--- src/rtl/mem_arbiter.sv ---
// Two-port (fetch / data) arbiter onto a single-ported memory, one transaction at a time.
// Define ARB_ROUND_ROBIN_EN for round-robin arbitration; fixed data-over-fetch priority otherwise.
module mem_arbiter #(
  parameter int unsigned ADDR_W = 10,
  parameter int unsigned DATA_W = 32,
  parameter int unsigned RD_LAT = 1
) (
  input  logic              iCLK,
  input  logic              iRST,
  input  logic              iIReq,
  input  logic [ADDR_W-1:0] iIAddr,
  output logic              oIGnt,
  output logic              oIValid,
  output logic [DATA_W-1:0] oIRData,
  input  logic              iDReq,
  input  logic              iDWe,
  input  logic [ADDR_W-1:0] iDAddr,
  input  logic [DATA_W-1:0] iDWData,
  output logic              oDGnt,
  output logic              oDValid,
  output logic [DATA_W-1:0] oDRData,
  output logic [ADDR_W-1:0] oMemAddr,
  output logic [DATA_W-1:0] oMemWData,
  output logic              oMemWren,
  input  logic [DATA_W-1:0] iMemQ,
  output logic              oBusy
);

  localparam int unsigned CNT_W = 2;

  typedef enum logic [1:0] {IDLE, ISSUE, WAIT, DONE} state_t;

  state_t            state, stateNxt;
  logic [CNT_W-1:0]  cnt, cntNxt;
  logic [ADDR_W-1:0] addrQ;
  logic [DATA_W-1:0] wDataQ;
  logic              weQ;
  logic              winD;
  logic              pickD;
  logic              anyReq;
  logic              capture;

  assign anyReq = iIReq | iDReq;

`ifdef ARB_ROUND_ROBIN_EN
  // Last-served pointer: 1 = data port served last; reset means fetch served last
  logic lastD;

  always_ff @(posedge iCLK or negedge iRST) begin
    if (!iRST) begin
      lastD <= 1'b0;
    end else if (state == IDLE && anyReq) begin
      lastD <= pickD;
    end
  end

  assign pickD = iDReq & (~iIReq | ~lastD);
`else
  assign pickD = iDReq;
`endif

  // State register and read-latency counter
  always_ff @(posedge iCLK or negedge iRST) begin
    if (!iRST) begin
      state <= IDLE;
      cnt   <= '0;
    end else begin
      state <= stateNxt;
      cnt   <= cntNxt;
    end
  end

  // Winner's transaction is latched on the sampling edge in IDLE
  always_ff @(posedge iCLK or negedge iRST) begin
    if (!iRST) begin
      winD   <= 1'b0;
      weQ    <= 1'b0;
      addrQ  <= '0;
      wDataQ <= '0;
    end else if (state == IDLE && anyReq) begin
      winD   <= pickD;
      weQ    <= pickD & iDWe;
      addrQ  <= pickD ? iDAddr : iIAddr;
      wDataQ <= pickD ? iDWData : '0;
    end
  end

  // Read-data holding registers; only reads update them
  always_ff @(posedge iCLK or negedge iRST) begin
    if (!iRST) begin
      oIRData <= '0;
      oDRData <= '0;
    end else if (capture) begin
      if (winD) begin
        oDRData <= iMemQ;
      end else begin
        oIRData <= iMemQ;
      end
    end
  end

  // Next-state and state-decoded outputs
  always_comb begin
    stateNxt  = state;
    cntNxt    = cnt;
    capture   = 1'b0;
    oIGnt     = 1'b0;
    oDGnt     = 1'b0;
    oIValid   = 1'b0;
    oDValid   = 1'b0;
    oMemAddr  = '0;
    oMemWData = '0;
    oMemWren  = 1'b0;
    oBusy     = (state != IDLE);
    case (state)
      IDLE: begin
        if (anyReq) begin
          stateNxt = ISSUE;
        end
      end
      ISSUE: begin
        oIGnt     = ~winD;
        oDGnt     = winD;
        oMemAddr  = addrQ;
        oMemWData = wDataQ;
        oMemWren  = weQ;
        if (weQ) begin
          stateNxt = DONE;
        end else begin
          stateNxt = WAIT;
          cntNxt   = CNT_W'(RD_LAT - 1);
        end
      end
      WAIT: begin
        oMemAddr = addrQ;
        if (cnt == '0) begin
          capture  = 1'b1;
          stateNxt = DONE;
        end else begin
          cntNxt = cnt - CNT_W'(1);
        end
      end
      DONE: begin
        oIValid  = ~winD;
        oDValid  = winD;
        stateNxt = IDLE;
      end
      default: stateNxt = IDLE;
    endcase
  end

endmodule

--- config.mk ---
export PLATFORM = sky130hd
export DESIGN_NAME = mem_arbiter
export DESIGN_NICKNAME = d
export VERILOG_FILES = /design/src/rtl/mem_arbiter.sv
export SDC_FILE = /design/constraint.sdc
export NUM_CORES = 1
export LEC_CHECK = 0
export CORE_MARGIN = 10
export CORE_UTILIZATION = 35
export CTS_CLUSTER_SIZE = 25
export DETAILED_ROUTE_END_ITERATION = 8
export PLACE_DENSITY = 0.75
export SYNTH_ARGS = -nofsm -noshare
export SYNTH_HDL_FRONTEND = slang
export SYNTH_SLANG_ARGS = --single-unit
export TNS_END_PERCENT = 30
--- constraint.sdc ---
create_clock -name iCLK -period 2.2 [get_ports iCLK]
set_input_delay 0.55 -clock iCLK [delete_from_list [all_inputs] [get_ports iCLK]]
set_output_delay 0.55 -clock iCLK [all_outputs]
set_load 0.05 [all_outputs]
# Word level (Yosys, flattened, before mapping)
# Cells that the tools add are included.
[totals] elab_cells=47 output_inout_bits=112 in_bits=89 reg_bits=112
[classes] eq_ne=7 addsub=1 mux=18 reduce_logical=10 bitwise=3
[ops] cell="$mux 32" n=2
[ops] cell="$mux 10" n=2
[ops] cell="$mux 1" n=8
[ops] cell="$mux 2" n=4
[ops] cell="$ne 2x2->1 const B" n=4
[ops] cell="$pmux 2 s4" n=1
[ops] cell="$reduce_and 2->1" n=3
[ops] cell="$eq 2x2->1 const B" n=2
[ops] cell="$logic_not 2->1" n=2
[ops] cell="$pmux 2 s2" n=1
[ops] cell="$reduce_bool 2->1" n=2
[ops] cell="$reduce_and 3->1" n=1
[ops] cell="$eq 2x1->1 const B" n=1
[ops] cell="$reduce_or 2->1" n=1
[ops] cell="$sub 2x1->2 const B" n=1
[ops] cell="$and 1x1->1" n=1
[ops] cell="$logic_and 1x1->1" n=1
[ops] cell="$not 1->1" n=1
[ops] cell="$or 1x1->1" n=1

# Depth between registers and ports, before layout
[depth] ltp_word=4 depth_mapped=6 ltp_nobuf=5

# Worst setup path after synthesis
# Ideal clock, no wire load.
[synth_timing] path_type="reg2out" from="register state[1]" to="output port oIGnt" slack_ps=156 required_ps=1650 stages_incl_launch_ff=4 path_buffers=0 arrival_ps=1494 cell_sequence="dfrtp_1 inv_1 ha_1 nor2b_1"
[synth_via] elab_chain_len=2
[synth_rtl] element="start: declaration" line_no="33" text="state_t state, stateNxt;"
[synth_rtl] element="start signal: assignment" line_no="68" text="state <= stateNxt;"
[synth_rtl] element="$eq 2x1->1" line_no="115" text="case (state)"
[synth_rtl] element="$mux 1" line_no="115"
[synth_rtl] element="end: declaration" line_no="12" text="output logic oIGnt,"
# Every way passes these cells.

# Worst setup path in the final report
[layout_timing] from="register state[1]" to="output port oMemAddr[3]"
[layout_via] elab_chain_len=3 word_cells_on_any_way=4 classes_between="2 x eq/ne; 1 x mux; 1 x reduce/logical"
[layout_rtl] element="$eq 2x2->1 / $eq 2x1->1 (equally long branches)" line_no="115"
[layout_rtl] element="$reduce_or 2->1 (no source line) (*)"
[layout_rtl] element="$mux 10 (*)" line_no="115"
[layout_rtl] element="end: declaration" line_no="22" text="output logic [ADDR_W-1:0] oMemAddr,"
# Every way passes the cells marked *; elsewhere a longest branch is shown, timed or not.

==> out/metrics.csv <==
stage,metric,value,unit
outcome,outcome,"finished, final reports clean",
synth,synth_top_cell_by_area,sky130_fd_sc_hd__dfrtp_1,
routing,route.detailed.wl_per_inst,18.0,µm
floorplanning,floorplan.die_area,0.0192,mm²
synth,synth-simple-area-share,16.6,%
timing,post-route-period-util,98.5,%
synth,postSynth.topFlopCell,sky130_fd_sc_hd__dfrtp_1,
timing,drv_slew,0,
power_and_ir_drop,peakVddDrop,0.661,mV
synth,post-synth-top-area-fraction,56.9,%
timing,timing.setup.tns,0,ns
placement,detailed_place.area,0.00760,mm²
run,max_cap_viol_count,0,
floorplanning,chipWidth,139,µm
synth,syn-num-nets,505,
timing,max_freq,461,MHz
synth,post_synth.cell_area_avg,12.1,µm²
critical_path,r2r_setup_slack,0.33,ns
synth,synth-compound-area-share,1.88,%
synth,synth.lib_cells_used.distinct,27,
critical_path,critical_path_class,reg2out,
timing,grt_setup_unrepaired,true,
routing,postRouteAntennaNets,0,
layout,n_antenna_cell,0,
global_routing,grt_usage,14.3,%
timing,setup_violations_final,0,
routing,vias_per_cell,4.72,
critical_path,timing.critical_path.fanout_max,7,
clocking,total_clock_buffers_created_by_cts,9,
synth,yosys.area_share.xor_xnor,0,%
placement,hpwlAfterDp,11.0,mm
layout,final_design_area_no_fill,0.00804,mm²
floorplanning,io_pins,201,
layout,finalNetCount,711,
routing,drt_first_iter_violations,117,
placement,io_buffer_count,200,
synth,yosys-mux-area-fraction,19.6,%
synth,cell_with_the_most_instances_after_synthesis,sky130_fd_sc_hd__dfrtp_1,
routing,route.vias.total,3776,
synth,synthCells,409,
global_routing,gr_ovfl_total,0,
synth,synth_area,0.00493,mm²
critical_path,required_time_at_the_worst_slack_endpoint,1.65,ns
global_routing,first_global_vias,4068,
clocking,ctsRootBufferMaster,sky130_fd_sc_hd__clkbuf_16,
synth,asyncSetResetFlopFracSynth,100,%
synth,number_of_flops_mapped_to_enable_cells_by_yosys,0,
clocking,clkSinkCount,112,
routing,post-route-drc-count,0,
clocking,clk_latency_worst_skew_pair,0.35,ns
floorplanning,die_height,139,µm
timing,timing.final.hold_violations,0,
placement,routabilityCongestion,0.794,
synth,synth_area_leaders,"sky130_fd_sc_hd__dfrtp_1, sky130_fd_sc_hd__mux2_4, sky130_fd_sc_hd__mux2_1",
clocking,h-tree-depth,3,
clocking,cts-root-to-sink-buffers,2,
timing,worst_slew_pin_slew,0.558,ns
critical_path,timing.critical_path.arrival,1.62,ns
critical_path,setup.worst_path.end_class,primary output,
layout,layout-drive-gt1-share,21.9,%
global_routing,grt_max_degree,67,
routing,totalWireLength,14.4,mm
timing,relSlewSlack,62.7,%
timing,fin_skew,0.00872,ns
critical_path,worstSetupStartpointType,flop,
layout,area.growth.synth_to_final,63.0,%
power_and_ir_drop,leakagePower,3.70,nW
synth,yosys_warnings,0,
global_routing,antenna_violations_before_repair,0,
synth,synth_fa_ha_area_share,1.78,%
synth,synth_common_cells,"sky130_fd_sc_hd__dfrtp_1, sky130_fd_sc_hd__nand2_1, sky130_fd_sc_hd__and2_1",
clocking,clock_slew_at_reported_path_ffs,0.07,ns
power_and_ir_drop,power_per_cell_area,1780,mW/mm²
synth,yosys_register_bits,112,
placement,pre_cts_ws,0.259,ns
synth,yosysSeqAreaShare,56.9,%
floorplanning,floorplan.initialDensity,35.7,%
synth,synth_top_family_by_area,multiplexers,
timing,timing.final.crit_period,2.17,ns
timing,setup_ws,0.0324,ns
floorplanning,row_count,43,
routing,detailedRoute.firstPassIterationCount,4,
floorplanning,total_core_area,0.0138,mm²
global_routing,global_route_wire_length_before_repair,22.4,mm
clocking,cts_tree,built,
hold_path,hp-class,reg2reg,
[cell usage in the layout, fill, tap and decap left out, types with 3 or more instances in the layout]
master                            Yosys  routed
sky130_fd_sc_hd__clkdlybuf4s50_1      0     149
sky130_fd_sc_hd__mux2_2               5       5
sky130_fd_sc_hd__buf_6                3       3
sky130_fd_sc_hd__clkbuf_16            0       9
sky130_fd_sc_hd__and2_4               0       7
sky130_fd_sc_hd__buf_4                5      16
sky130_fd_sc_hd__mux2_1              30      30
sky130_fd_sc_hd__ha_1                 7       5
sky130_fd_sc_hd__inv_1                6       4
sky130_fd_sc_hd__mux2i_1             12      12
sky130_fd_sc_hd__mux2_4              30      30
sky130_fd_sc_hd__dfrtp_1            112     110
sky130_fd_sc_hd__nor2b_1              4       3
sky130_fd_sc_hd__and2_1              44      37
sky130_fd_sc_hd__nand3_1             33      33
sky130_fd_sc_hd__buf_12               0      49
sky130_fd_sc_hd__nand2_1             81      81
sky130_fd_sc_hd__o21ai_0              9       9
[layer usage]
layer / part of all wire (%) / GRT usage, %
met1: 42 / 16.8
met2: 48 / 23.3
met3: 8.5 / 5.68
met4: 1.7 / 4.89
met5: 0 / 0
[worst max-delay path: stages (launching register included)]
cell and delay [ns]:
sky130_fd_sc_hd__dfrtp_2 0.42, sky130_fd_sc_hd__inv_4 0.07, sky130_fd_sc_hd__ha_4 0.31, sky130_fd_sc_hd__buf_4 0.15, sky130_fd_sc_hd__and2_1 0.17, sky130_fd_sc_hd__buf_12 0.15
[logic make-up (layout without fill, tap and decap cells)]
kind of cell             count (synthesis)  count (layout)
AND/OR/NAND/NOR                        168             168
flip-flops                             112             112
multiplexers                            77              77
buffers and inverters                   30             241
AO/OA/AOI/OAI                           15              15
adder cells (fa/ha/maj)                  7               7
[registers in the layout, summed over array words and instances, names as in the netlist]
name,count
addrQ,10
wDataQ,32
cnt,2
oIRData,32
weQ,1
state,2
winD,1
oDRData,32
[timing repair]
action,4_1_cts,5_1_grt
endpoints found under the setup margin,43,45
gates resized for setup,9,15
endpoints found under the hold margin,5,0
buffers inserted,0,4
gates cloned,0,1
hold buffers,1,0
[metrics by stage]
step	utilization (%)	instances	hold WS [ns]	total power, mW
floorplan	-	409	0.254	8.87
global placement	55.0	778	0.371	12.2
detailed placement	55.0	778	0.372	12.4
CTS	57.6	795	0.469	14.3
global route	58.1	800	0.487	15.0
finish	58.1	800	0.465	14.3
[cell type report]
type / instances / area, µm²
Fill cell: 1116 / 5790
Sequential cell: 112 / 2810
Timing Repair Buffer: 219 / 2640
Multi-Input combinational cell: 267 / 2010
Clock buffer: 10 / 229
Tap cell: 180 / 225
Clock inverter: 6 / 100
Inverter: 6 / 25.0
[path summary, 6_finish.rpt]
kind / from / end / depth (start not counted)
min: wDataQ[18] / wDataQ[18] / 2
max in group asynchronous: iRST / state[0] / 3
max: state[1] / oMemAddr[3] / 5
min in group asynchronous: iRST / oIRData[16] / 2
max reg2reg: state[1] / oIRData[9] / 5
min reg2reg: wDataQ[18] / wDataQ[18] / 2
[report_power, final]
part / internal, mW / switching [mW] / total, mW
logic: 3.70 / 5.24 / 8.94
clock network: 1.02 / 0.762 / 1.78
registers: 3.06 / 0.553 / 3.61
Note: power is estimated with default switching activity, not from simulation.
